[config.mk]
export PLATFORM = sky130hd
export DESIGN_NAME = sr04_trig_sequencer
export DESIGN_NICKNAME = d
export VERILOG_FILES = /design/src/rtl/sr04_trig_sequencer.sv
export SDC_FILE = /design/constraint.sdc
export NUM_CORES = 1
export LEC_CHECK = 0
export CELL_PAD_IN_SITES_DETAIL_PLACEMENT = 2
export CELL_PAD_IN_SITES_GLOBAL_PLACEMENT = 2
export CORE_MARGIN = 2
export CORE_UTILIZATION = 38
export CTS_CLUSTER_DIAMETER = 200
export DETAILED_ROUTE_END_ITERATION = 8
export GPL_ROUTABILITY_DRIVEN = 0
export PLACE_DENSITY_LB_ADDON = 0.1
export SLEW_MARGIN = 10
export SYNTH_ARGS = -nofsm -noshare
export SYNTH_HDL_FRONTEND = slang
export SYNTH_SLANG_ARGS = --single-unit
export TNS_END_PERCENT = 5
[constraint.sdc]
create_clock -name clk -period 3.82 [get_ports clk]
set_input_delay 0.382 -clock clk [delete_from_list [all_inputs] [get_ports clk]]
set_output_delay 0.382 -clock clk [all_outputs]
set_load 0.05 [all_outputs]
[src/rtl/sr04_trig_sequencer.sv]
// ---------------------------------------------------------------------------
// sr04_trig_sequencer
//
// Multi-channel HC-SR04 trigger sequencer. Fires one trigger pulse of
// PULSE_TICKS microsecond ticks on a selected channel, then waits an echo /
// settle window of HOLDOFF_TICKS ticks before the next channel may fire.
// Channels are picked round-robin from the enabled set in i_ch_mask, either
// once per i_start request or continuously while i_auto is high.
//
// Optional feature (compile-time macro):
//   SR04_ECHO_EARLY_EN  adds the i_echo_done input; a high i_echo_done while
//                       in HOLD ends the holdoff window on that clock, exactly
//                       as if the holdoff count had expired.
//
// Ports:
//   clk          system clock
//   rst          asynchronous reset, active-high
//   i_tick       1-clk strobe, one per microsecond
//   i_start      single-shot request, sampled only while idle
//   i_auto       level, continuous sequencing while high
//   i_ch_mask    per-channel enable mask
//   i_echo_done  (SR04_ECHO_EARLY_EN only) echo measurement finished
//   o_trig       per-channel trigger outputs, registered, at most one high
//   o_ch_sel     channel currently or most recently triggered
//   o_busy       high while a pulse or holdoff window is in progress
//   o_done       1-clk pulse when a channel's holdoff window ends
// ---------------------------------------------------------------------------
module sr04_trig_sequencer #(
    parameter int unsigned NUM_CH        = 4,
    parameter int unsigned PULSE_TICKS   = 10,
    parameter int unsigned HOLDOFF_TICKS = 60000,
    parameter int unsigned CNT_W         = 16,
    parameter int unsigned CH_W          = 2
) (
    input  logic              clk,
    input  logic              rst,
    input  logic              i_tick,
    input  logic              i_start,
    input  logic              i_auto,
    input  logic [NUM_CH-1:0] i_ch_mask,
`ifdef SR04_ECHO_EARLY_EN
    input  logic              i_echo_done,
`endif
    output logic [NUM_CH-1:0] o_trig,
    output logic [CH_W-1:0]   o_ch_sel,
    output logic              o_busy,
    output logic              o_done
);

    typedef enum logic [1:0] {
        ST_IDLE,
        ST_PULSE,
        ST_HOLD
    } state_t;

    localparam logic [CNT_W-1:0] PULSE_LAST = CNT_W'(PULSE_TICKS - 1);
    localparam logic [CNT_W-1:0] HOLD_LAST  = CNT_W'(HOLDOFF_TICKS - 1);
    // Reset value of the round-robin pointer: the search starts just after
    // it, so the first fire picks the lowest enabled channel.
    localparam logic [CH_W-1:0]  LAST_RST   = CH_W'(NUM_CH - 1);

    state_t              state_q, state_d;
    logic [CNT_W-1:0]    cnt_q, cnt_d;
    logic [CH_W-1:0]     last_q, last_d;
    logic [CH_W-1:0]     ch_sel_q, ch_sel_d;
    logic [NUM_CH-1:0]   trig_q, trig_d;
    logic                busy_q, busy_d;
    logic                done_q, done_d;

    // Round-robin selection
    logic                mask_any;
    logic                above_found;
    logic [CH_W-1:0]     above_ch;
    logic                low_found;
    logic [CH_W-1:0]     low_ch;
    logic [CH_W-1:0]     nxt_ch;
    logic [NUM_CH-1:0]   nxt_onehot;
    logic                hold_end;
    logic                echo_early;

    assign mask_any = |i_ch_mask;

    // The wrap-around search last+1, last+2, ... mod NUM_CH is split in two:
    // the lowest enabled channel above last_q wins; if there is none, the
    // search has wrapped and the lowest enabled channel overall wins. The
    // wrapped case includes last_q itself when it is the only one enabled.
    always_comb begin
        above_found = 1'b0;
        above_ch    = '0;
        low_found   = 1'b0;
        low_ch      = '0;
        for (int unsigned c = 0; c < NUM_CH; c++) begin
            if (i_ch_mask[c] && !low_found) begin
                low_found = 1'b1;
                low_ch    = CH_W'(c);
            end
            if (i_ch_mask[c] && !above_found && (CH_W'(c) > last_q)) begin
                above_found = 1'b1;
                above_ch    = CH_W'(c);
            end
        end
        nxt_ch = above_found ? above_ch : low_ch;
    end

    always_comb begin
        nxt_onehot = '0;
        for (int unsigned c = 0; c < NUM_CH; c++) begin
            nxt_onehot[c] = (nxt_ch == CH_W'(c));
        end
    end

`ifdef SR04_ECHO_EARLY_EN
    assign echo_early = i_echo_done;
`else
    assign echo_early = 1'b0;
`endif

    // Only meaningful in HOLD; the state decode below gates its use.
    assign hold_end = (i_tick && (cnt_q == HOLD_LAST)) || echo_early;

    always_comb begin
        state_d  = state_q;
        cnt_d    = cnt_q;
        last_d   = last_q;
        ch_sel_d = ch_sel_q;
        trig_d   = trig_q;
        busy_d   = busy_q;
        done_d   = 1'b0;

        case (state_q)
            ST_IDLE: begin
                trig_d = '0;
                busy_d = 1'b0;
                if ((i_start || i_auto) && mask_any) begin
                    state_d  = ST_PULSE;
                    cnt_d    = '0;
                    last_d   = nxt_ch;
                    ch_sel_d = nxt_ch;
                    trig_d   = nxt_onehot;
                    busy_d   = 1'b1;
                end
            end

            ST_PULSE: begin
                // The selected channel is latched; mask changes here only
                // influence the next selection.
                if (i_tick) begin
                    if (cnt_q == PULSE_LAST) begin
                        state_d = ST_HOLD;
                        cnt_d   = '0;
                        trig_d  = '0;
                    end else begin
                        cnt_d = cnt_q + CNT_W'(1);
                    end
                end
            end

            ST_HOLD: begin
                trig_d = '0;
                if (hold_end) begin
                    done_d = 1'b1;
                    cnt_d  = '0;
                    // Continuous mode chains straight into the next pulse
                    // on the same edge as the done strobe.
                    if (i_auto && mask_any) begin
                        state_d  = ST_PULSE;
                        last_d   = nxt_ch;
                        ch_sel_d = nxt_ch;
                        trig_d   = nxt_onehot;
                        busy_d   = 1'b1;
                    end else begin
                        state_d = ST_IDLE;
                        busy_d  = 1'b0;
                    end
                end else if (i_tick) begin
                    cnt_d = cnt_q + CNT_W'(1);
                end
            end

            default: begin
                state_d = ST_IDLE;
                cnt_d   = '0;
                trig_d  = '0;
                busy_d  = 1'b0;
            end
        endcase
    end

    always_ff @(posedge clk or posedge rst) begin
        if (rst) begin
            state_q  <= ST_IDLE;
            cnt_q    <= '0;
            last_q   <= LAST_RST;
            ch_sel_q <= '0;
            trig_q   <= '0;
            busy_q   <= 1'b0;
            done_q   <= 1'b0;
        end else begin
            state_q  <= state_d;
            cnt_q    <= cnt_d;
            last_q   <= last_d;
            ch_sel_q <= ch_sel_d;
            trig_q   <= trig_d;
            busy_q   <= busy_d;
            done_q   <= done_d;
        end
    end

    assign o_trig   = trig_q;
    assign o_ch_sel = ch_sel_q;
    assign o_busy   = busy_q;
    assign o_done   = done_q;

endmodule

---- Word-level counts from Yosys, hierarchy flattened ----
Index checks and enable logic that the tools add are counted.
word-level totals
  input bits .............................. 9
  register bits after elaboration ......... 28
cells by class
  order comparisons ....................... 4
  bitwise logic cells ..................... 1
  reduce and logical (&&, ||, !) cells .... 29
  mux-type cells .......................... 42
  add/subtract/negate cells ............... 1
  eq/ne operators ......................... 13
operator list
  kind                                                                     count
  16-bit two-way mux                                                       5
  16-bit one-hot mux with 3 select lines                                   1
  2-bit two-way mux                                                        12
  4-bit two-way mux                                                        5
  16-bit by 1-bit adder with 16-bit output (second input constant)         1
  16-bit equality test (second input constant)                             1
  16-bit by 4-bit equality test with 1-bit output (second input constant)  1
  1-bit two-way mux                                                        15
  1-bit logical AND                                                        13
  4-bit one-hot mux with 3 select lines                                    1
  2-bit inequality test (second input constant)                            5
  4-bit AND reduction                                                      2
  2-bit equality test (second input constant)                              3
  1-bit logical NOT                                                        6
  2-bit one-hot mux with 3 select lines                                    1
  2-bit by 1-bit equality test with 1-bit output (second input constant)   2
  1-bit by 2-bit > comparator with 1-bit output (first input constant)     2
  2-bit > comparator (first input constant)                                2
  2-bit logical NOT                                                        2
  2-bit one-hot mux with 2 select lines                                    1
  2-bit AND reduction                                                      2
  4-bit OR reduction                                                       1
  3-bit inequality test (second input constant)                            1
  1-bit one-hot mux with 3 select lines                                    1
  other kinds (4)                                                          4

---- Longest topological paths before layout ----
Gate-level depths: netlist (run 1).
  depth after elaboration ................. 20
  gate-level depth with buffers ........... 8
  depth with buffers taken out ............ 7

---- Worst setup path after synthesis (run 1) ----
OpenSTA, ideal clock, no wires.
  path kind ............................... reg-to-reg
  start point ............................. register cnt_q[8]
  end point ............................... register ch_sel_q[0] (netlist: o_ch_sel[0])
  required time ........................... 3.695 ns
  arrival ................................. 1.997 ns
  setup slack ............................. 1.698 ns
  period minus slack after synthesis ...... 2.122 ns
  stages on the path, launching flop included .. 7
  cells stage by stage .................... dfrtp_1 > buf_6 > or4_4 > nor4_4 > nand3_1 > a21oi_2 > mux2_2
on the way
  word-level cells in the longest chain between the ends .. 4
ends and longest elaborated chain
  what                             RTL line  text
  start: declaration               63        logic [CNT_W-1:0] cnt_q, cnt_d;
  start signal: assignment         200       cnt_q <= cnt_d;
  16-bit equality test             119       assign hold_end = (i_tick && (cnt_q == HOLD_LAST)) || echo_early;
  1-bit logical AND                119
  2-bit inequality test (no line)  n/a
  4-bit AND reduction (no line)    n/a
  end signal: assignment           202       ch_sel_q <= ch_sel_d;
  end: declaration                 65        logic [CH_W-1:0] ch_sel_q, ch_sel_d;
Every way passes these cells.
A chain may end at the register's enable or synchronous reset.

---- Final worst setup path (run 1) ----
  start point ............................. register cnt_q[8]
  end point ............................... register state_q[0]
on the way
  word-level cells in the longest chain between the ends .. 4
ends and longest elaborated chain
  what                               RTL line  text
  16-bit equality test               119
  1-bit logical AND                  119
  2-bit inequality test (no line)    n/a
  4-bit AND reduction (no line) (*)  n/a
  end signal: assignment             199       state_q <= state_d;
  end: declaration                   62        state_t state_q, state_d;
Mark *: on every way between the ends. The rest lies on a longest branch, timed or not.

==> results of run 1 <==
final timing paths:
path / from / endpoint
max in group asynchronous: rst / cnt_q[8]
hold reg to reg: o_trig[2] / o_trig[2]
setup / recovery: cnt_q[8] / state_q[0]
min in group asynchronous: rst / cnt_q[2]
hold / removal: o_trig[2] / o_trig[2]
setup reg to reg: cnt_q[8] / state_q[0]
final cells by class:
cell class | instances | area share, %
clock buffer | 3 | 2.052
timing repair buffer | 18 | 8.706
sequential | 28 | 34.95
inverter | 12 | 2.239
tap | 52 | 3.234
multi-input combinational | 143 | 48.82
flip-flops by register name, summed over array words and instances (netlist names):
register,cells
cnt_q,16
o_trig,4
last_q,2
o_ch_sel,2
state_q,2
o_busy,1
o_done,1
per-layer routing:
| metal | GRT usage (%) | vias to the layer above |
|---|---|---|
| met2 | 43.32 | 17 |
| li1 | - | 751 |
| met4 | 4.527 | 0 |
| met1 | 25.92 | 825 |
| met5 | 0 | - |
| met3 | 2.083 | 4 |
report_power, final:
group          switching (mW)  leakage, nW  internal, mW
Clock                  0.0927       0.0216        0.0709
Sequential             0.0497        0.374         0.364
Combinational           0.473        0.384         0.245
cells by family (layout without fill, tap and decap cells):
| group | Yosys count | after routing | synth area share (%) |
|---|---|---|---|
| adder cells (fa/ha/maj) | 6 | 6 | 4.222 |
| flip-flops | 28 | 28 | 39.55 |
| XOR/XNOR | 3 | 3 | 1.478 |
| multiplexers | 6 | 6 | 3.730 |
| AND/OR/NAND/NOR | 74 | 74 | 23.93 |
| buffers and inverters | 20 | 33 | 5.207 |
| AO/OA/AOI/OAI | 54 | 54 | 21.89 |
synthesized netlist by cell type (all sizes together), types with 2 or more instances:
library cell	number	area (um2)
a21oi	12	63.81
a2bb2oi	2	17.52
a31oi	2	12.51
a32o	4	40.04
and2	2	12.51
and3	5	31.28
and4	3	26.28
buf	5	36.28
clkbuf	3	11.26
dfrtp	26	650.6
dfstp	2	52.55
ha	6	75.07
inv	12	45.04
mux2	5	56.30
nand2	15	56.30
nand2b	4	25.02
nand3	6	30.03
nand4	8	50.05
nor2	9	33.78
nor3	9	50.05
nor4	4	40.04
nor4b	2	17.52
o2111ai	5	43.79
o211ai	7	52.55
o21a	2	15.01
o21ai	11	66.31
or2	2	12.51
or3	2	12.51
or4	2	18.77
xnor2	3	26.28
==> flow_summary.yaml, run 1 <==
run_status:
  status: "finished clean"
worst_setup_path:
  crit_arrival_ps: 2630
  crit_type: "register to register"
  critical_path.n_buffers_inverters: 0
  crit_fanout: 12
  rr_worst_depth: 5
  slowest_delay_ps: 570
  cpMaxStageDelayCell: "or4_4"
  crit_family: "simple AND/OR/NAND/NOR gates"
  rrSetupSlack_ps: 1360
  cp-end-kind: "register"
  cp-start-kind: "register"
  critPathRequiredTime_ps: 3980
  path_cells: "or4_4, nor4_4, a21boi_2, nor3_2, mux2_2"
  path_depth: 5
sta:
  setup_slack_ps: 1357
  finalCritPeriodShare_pct: 64.49
  fin_crit_ps: 2463
  fin_skew_ps: 3.224
  slew_headroom_pct: 27.84
  finalHoldViolations: 0
  final-max-slew-violation-count: 0
  tightest_slew_ps: 1076
  max_freq_mhz: 405.9
  setup_violations: 0
  hold_ws_ps: 505.1
  tns_ps: 0
  rsz0062_at_grt: "false"
logic_synthesis:
  ys_types: 49
  ys.flop_type: "dfrtp_1"
  avgSynthCellArea_um2: 9.309
  netlist_area_um2: 1778
  synth-edff-count: 0
  syn_inst: 191
  ys_seq_elements: 28
  synth-warning-count: 0
  syn_nets: 206
  async_flop_share_pct: 100.0
  synth_seq_area_share_pct: 39.55
floorplanning:
  rows: 24
  die-area_um2: 5242
  dieWidth_um: 72.40
  initial_core_util_pct: 40.01
  core_um2: 4444
  pin_count: 17
  die_height_um: 72.40
global_routing:
  grt_pass1_wl_um: 8990
  overflow: 0
  groute.usage.overall_pct: 22.12
  first_global_vias: 1750
  antenna_found_initial: 0
  grt_max_degree: 29
route:
  postRouteAntennaNets: 0
  num_vias: 1597
  drt_iter0_markers: 43
  via_per_inst: 6.238
  m1WireLength_um: 2274
  dr.pass1.iters: 4
  top_layer_used: "met4"
  routed_wirelength_um: 5357
  wl_met2_um: 2954
  route.detailed.drc: 0
  routedWlPerCell_um: 20.93
  dr_wl_met3_um: 98
final_layout:
  finalInstanceArea_um2: 2012
  diodes: 0
  fin_util_pct: 45.27
  multi_input_comb_area_um2: 982.2
  layout_common_cells: "dfrtp_1, clkdlybuf4s50_1, nand2_1"
  final_layout_size_suffix_gt1_share_pct: 10.29
  fillerInstances: 479
  finalNonFillerCells: 256
  syn_to_final_growth_pct: 13.16
  final_nets: 221
  final_common_cell: "dfrtp_1"
  area.sequential_um2: 703.2
clocking:
  clock_path_buffers: 2
  cts_resized: 0
  cts.sinks: 28
  cts_tree: "done"
  clockRootBuffer: "clkbuf_8"
  clk_pin_slew_ps: 100
  ctsHoldBuffers: 0
  htree_levels: 1
  clock_latency_ps: 270
  cts_buffers: 3
  post_cts_buffers: 0
power_and_ir_drop:
  power.density_nw_per_um2: 643.3
  power_leakage_nw: 0.7790
  finalPower_mw: 1.294
  vdd_drop_max_mv: 0.1804
placed_design:
  hpwl_um: 4014
  dp_cells: 253
  pre_cts_slack_ps: 1337
  place_area_um2: 1971
  port_buffers: 16
run:
  cap_violations: 0
min_path:
  holdPathStages: 1
  hold_path_class: "register to register"
Note: power is estimated with default switching activity, not from simulation.
==> run 2: changes to the inputs <==
CORE_UTILIZATION = 36   (was 38)
clock period = 2.3 ns   (was 3.82 ns; I/O delays follow)
==> flow_summary.yaml, run 2 (synthesized netlist as in run 1, its figures left out) <==
power_and_ir_drop:
  finalPower_mw: 2.500
  power.density_nw_per_um2: 1092
  p_sw_mw: 1.118
  p_comb_share_pct: 56.6
  pwr-share-seq_pct: 27.0
  p_clk_share_pct: 16.4
  power_leakage_nw: 0.9255
  p_int_mw: 1.382
  p_sw_share_pct: 44.71
  vdd_drop_max_mv: 0.3659
route:
  routed_wirelength_um: 6323
  drt_iter0_markers: 79
  postRouteAntennaNets: 0
  route.detailed.drc: 0
  num_vias: 1727
  via_per_inst: 5.854
  routedWlPerCell_um: 21.43
  dr.pass1.iters: 5
final_layout:
  final_common_cell: "dfrtp_1"
  layout_common_cells: "dfrtp_1, buf_4, clkdlybuf4s50_1"
  largest_reg_flops: 16
  syn_to_final_growth_pct: 28.78
  max_flop_register: "cnt_q"
  diodes: 0
  final_nets: 244
  final_layout_size_suffix_gt1_share_pct: 22.37
  fillerInstances: 513
  finalNonFillerCells: 295
floorplanning:
  die-area_um2: 5517
  dieWidth_um: 74.28
  initial_core_util_pct: 37.39
  die_height_um: 74.28
  pin_count: 17
  core_um2: 4755
  rows: 25
run_status:
  status: "finished clean"
sta:
  tightest_slew_ps: 662.9
  slew_headroom_pct: 55.46
  final-max-slew-violation-count: 0
  setup_slack_ps: 31.82
  finalCritPeriodShare_pct: 98.62
  finalHoldViolations: 0
  max_freq_mhz: 440.9
  tns_ps: 0
  fin_skew_ps: 5.044
  setup_violations: 0
  fin_crit_ps: 2268
  rsz0062_at_grt: "true"
placed_design:
  pre_cts_slack_ps: -239.4
  hpwl_um: 4503
  port_buffers: 16
  dp_cells: 285
global_routing:
  grt_max_degree: 22
  overflow: 0
  first_global_vias: 1897
  grt_pass1_wl_um: 10180
  antenna_found_initial: 0
  groute.usage.overall_pct: 24.67
clocking:
  cts_buffers: 3
  clockRootBuffer: "clkbuf_8"
  cts_tree: "done"
  clock_path_buffers: 2
  htree_levels: 1
  clock_latency_ps: 280
  clk_pin_slew_ps: 110
  cts.sinks: 28
  ctsHoldBuffers: 0
run:
  cap_violations: 0
worst_setup_path:
  crit_type: "register to register"
  crit_arrival_ps: 2440
  cp-end-kind: "register"
  crit_fanout: 7
  cp-start-kind: "register"
  critPathRequiredTime_ps: 2470
min_path:
  hold_path_class: "input port to asynchronous set/reset pin"
## run 2: timing repair
| item | in CTS | in global routing |
|---|---|---|
| setup buffers | 2 | 4 |
| pin swaps | 1 | 2 |
| gates cloned | 0 | 0 |
| setup endpoints to repair | 16 | 24 |
| gates resized for setup | 4 | 6 |
## run 2: through the flow
step	utilization (%)	hold slack, ps	instance area (um2)
2_1_floorplan	-	293.9	1778
3_5_place_dp	44.53	495.3	2117
3_3_place_gp	44.53	481.7	2117
4_1_cts	46.95	269.5	2232
5_1_grt	48.16	298.9	2290
6_report	48.16	257.1	2290
## run 2: worst paths after layout
check	startpoint	to	slack, ps	depth (start not counted)
min in group clk	o_ch_sel[0]	o_ch_sel[0]	520	1
hold / removal	rst	cnt_q[13]	260	2
hold reg to reg	o_ch_sel[0]	o_ch_sel[0]	520	1
setup / recovery	cnt_q[7]	cnt_q[1]	30	8
max in group asynchronous	rst	last_q[0]	1350	3
setup reg to reg	cnt_q[7]	cnt_q[1]	30	8
## run 2: power by group through the flow
stage | Combinational [mW] | Clock [mW] | Sequential [mW]
2_1_floorplan | 0.686 | 0 | 0.846
3_3_place_gp | 1.20 | 0 | 0.673
3_5_place_dp | 1.27 | 0 | 0.688
4_1_cts | 1.37 | 0.409 | 0.677
5_1_grt | 1.53 | 0.428 | 0.690
6_report | 1.42 | 0.409 | 0.675
## run 2: layout make-up
| type | instances | area [um2] | share of cell area [%] |
|---|---|---|---|
| clock buffers | 3 | 41.29 | 1.803 |
| clock inverters | 1 | 30.03 | 1.311 |
| inverters | 12 | 45.04 | 1.967 |
| multi-input cells | 143 | 1020 | 44.54 |
| flip-flops and latches | 28 | 705.7 | 30.82 |
| well taps | 67 | 83.83 | 3.661 |
| repair buffers | 41 | 364.1 | 15.90 |
## run 2: worst max-delay path: stages, from the launching register on
cell and delay, ps:
dfrtp_1 410, or4_4 560, nor4_4 270, buf_4 180
a21boi_4 90, buf_4 210, o21ai_4 190, buf_4 170
o31ai_1 60
## run 2: routing by layer
layer	share of wire (%)	routed length (um)	GRT usage, %
met5	0	0	0
met2	52	3305	45.44
met3	2.0	125	3.523
met1	43	2743	28.70
met4	2.3	148	9.921
==> run 3: changes to the inputs <==
CORE_UTILIZATION = 32   (was 36)
clock period = 2 ns   (was 2.3 ns; I/O delays follow)
==> flow_summary.yaml, run 3 (synthesized netlist as in run 1, its figures left out) <==
floorplanning:
  initial_core_util_pct: 32.69
  rows: 27
  pin_count: 17
  die-area_um2: 6169
  die_height_um: 78.54
  core_um2: 5439
  dieWidth_um: 78.54
final_layout:
  area.sequential_um2: 703.2
  finalInstanceArea_um2: 2449
  final_layout_size_suffix_gt1_share_pct: 28.40
  final_nets: 259
  layout_common_cells: "buf_4, dfrtp_1, clkdlybuf4s50_1"
  final_common_cell: "buf_4"
  max_flop_register: "cnt_q"
  syn_to_final_growth_pct: 37.72
  diodes: 0
  multi_input_comb_area_um2: 1050
  largest_reg_flops: 16
  fillerInstances: 601
power_and_ir_drop:
  power.density_nw_per_um2: 1260
  power_leakage_nw: 1.023
  vdd_drop_max_mv: 0.4235
sta:
  finalHoldViolations: 0
  final-max-slew-violation-count: 0
  tightest_slew_ps: 603.6
  fin_crit_ps: 2080
  setup_violations: 18
  fin_skew_ps: 5.671
  tns_ps: -723.7
  max_freq_mhz: 480.8
  rsz0062_at_grt: "true"
  setup_slack_ps: -80.07
  slew_headroom_pct: 59.34
  finalCritPeriodShare_pct: 104.0
min_path:
  hold_path_class: "input port to asynchronous set/reset pin"
worst_setup_path:
  regToRegEndpoint: "last_q[1]"
  critical_path.n_buffers_inverters: 0
  cp-end-kind: "register"
  slowest_delay_ps: 560
  rr_worst_depth: 5
  r2r-start: "cnt_q[7]"
  cpMaxStageDelayCell: "or4_4"
  rrSetupSlack_ps: -80
  critPathRequiredTime_ps: 2220
  crit_family: "simple AND/OR/NAND/NOR gates"
  crit_type: "register to register"
  path_cells: "or4_4, nor4_4, nand3_1, a21oi_4, mux2_2"
  crit_arrival_ps: 2300
  crit_fanout: 4
  cp-start-kind: "register"
placed_design:
  place_area_um2: 2306
  port_buffers: 16
  hpwl_um: 4890
  pre_cts_slack_ps: -235.6
clocking:
  cts_buffers: 3
  clk_pin_slew_ps: 110
  clock_latency_ps: 280
  htree_levels: 1
  clockRootBuffer: "clkbuf_8"
  cts_tree: "done"
  cts.sinks: 28
  clock_path_buffers: 2
route:
  postRouteAntennaNets: 0
  dr.pass1.iters: 4
  routed_wirelength_um: 6450
  drt_iter0_markers: 37
  routedWlPerCell_um: 20.48
  num_vias: 1753
  via_per_inst: 5.565
  route.detailed.drc: 0
global_routing:
  grt_max_degree: 17
  groute.usage.overall_pct: 22.00
  first_global_vias: 2062
  overflow: 0
  antenna_found_initial: 0
  grt_pass1_wl_um: 10650
run:
  cap_violations: 0
run_status:
  status: "complete, but fails checks"
  violations: "setup timing"
run 3: stage by stage:
stage	hold WS, ps	std cells	util [%]	total power, mW
4_1_cts	290.8	315	44.15	3.047
5_1_grt	287.8	315	45.02	3.280
3_5_place_dp	497.6	310	42.40	2.536
3_3_place_gp	479.3	310	42.40	2.433
2_1_floorplan	263.9	191	-	1.783
6_report	271.6	315	45.02	3.084
run 3: area by class of cell:
type | instances | share of cell area (%)
multi-input cells | 143 | 42.87
well taps | 72 | 3.679
inverters | 12 | 1.840
repair buffers | 56 | 19.98
clock inverters | 1 | 1.226
flip-flops and latches | 28 | 28.72
clock buffers | 3 | 1.686
run 3: where the power goes:
group	switching (mW)	internal (mW)	leakage, nW	total, mW
Clock	0.196	0.268	0.0357	0.464
Sequential	0.0920	0.694	0.374	0.786
Combinational	1.05	0.785	0.614	1.83
Total	1.34	1.75	1.02	3.08
run 3: layer usage:
| metal | track usage [%] | up-vias | wire length (um) |
|---|---|---|---|
| met4 | 4.912 | 0 | 54 |
| met3 | 2.414 | 6 | 141 |
| met2 | 43.16 | 26 | 3561 |
| met5 | 0 | - | 0 |
| met1 | 25.20 | 898 | 2692 |
| li1 | - | 823 | - |
run 3: worst max path at each step:
stage               cells past startpoint          from          end
finish                                  5      cnt_q[7]    last_q[1]
CTS                                     5      cnt_q[7]   state_q[0]
detailed placement                      6        i_tick    last_q[1]
global route                            5      cnt_q[7]    o_trig[1]
global placement                        7  i_ch_mask[3]    cnt_q[12]
floorplan                               5      cnt_q[7]  o_ch_sel[0]
run 3: repair_timing:
item / CTS / global route
pin swaps: 1 / 2
endpoints found under the setup margin: 25 / 27
gates cloned: 0 / 0
gates resized for setup: 7 / 8
hold buffers: 0 / 0
buffers inserted: 1 / 0
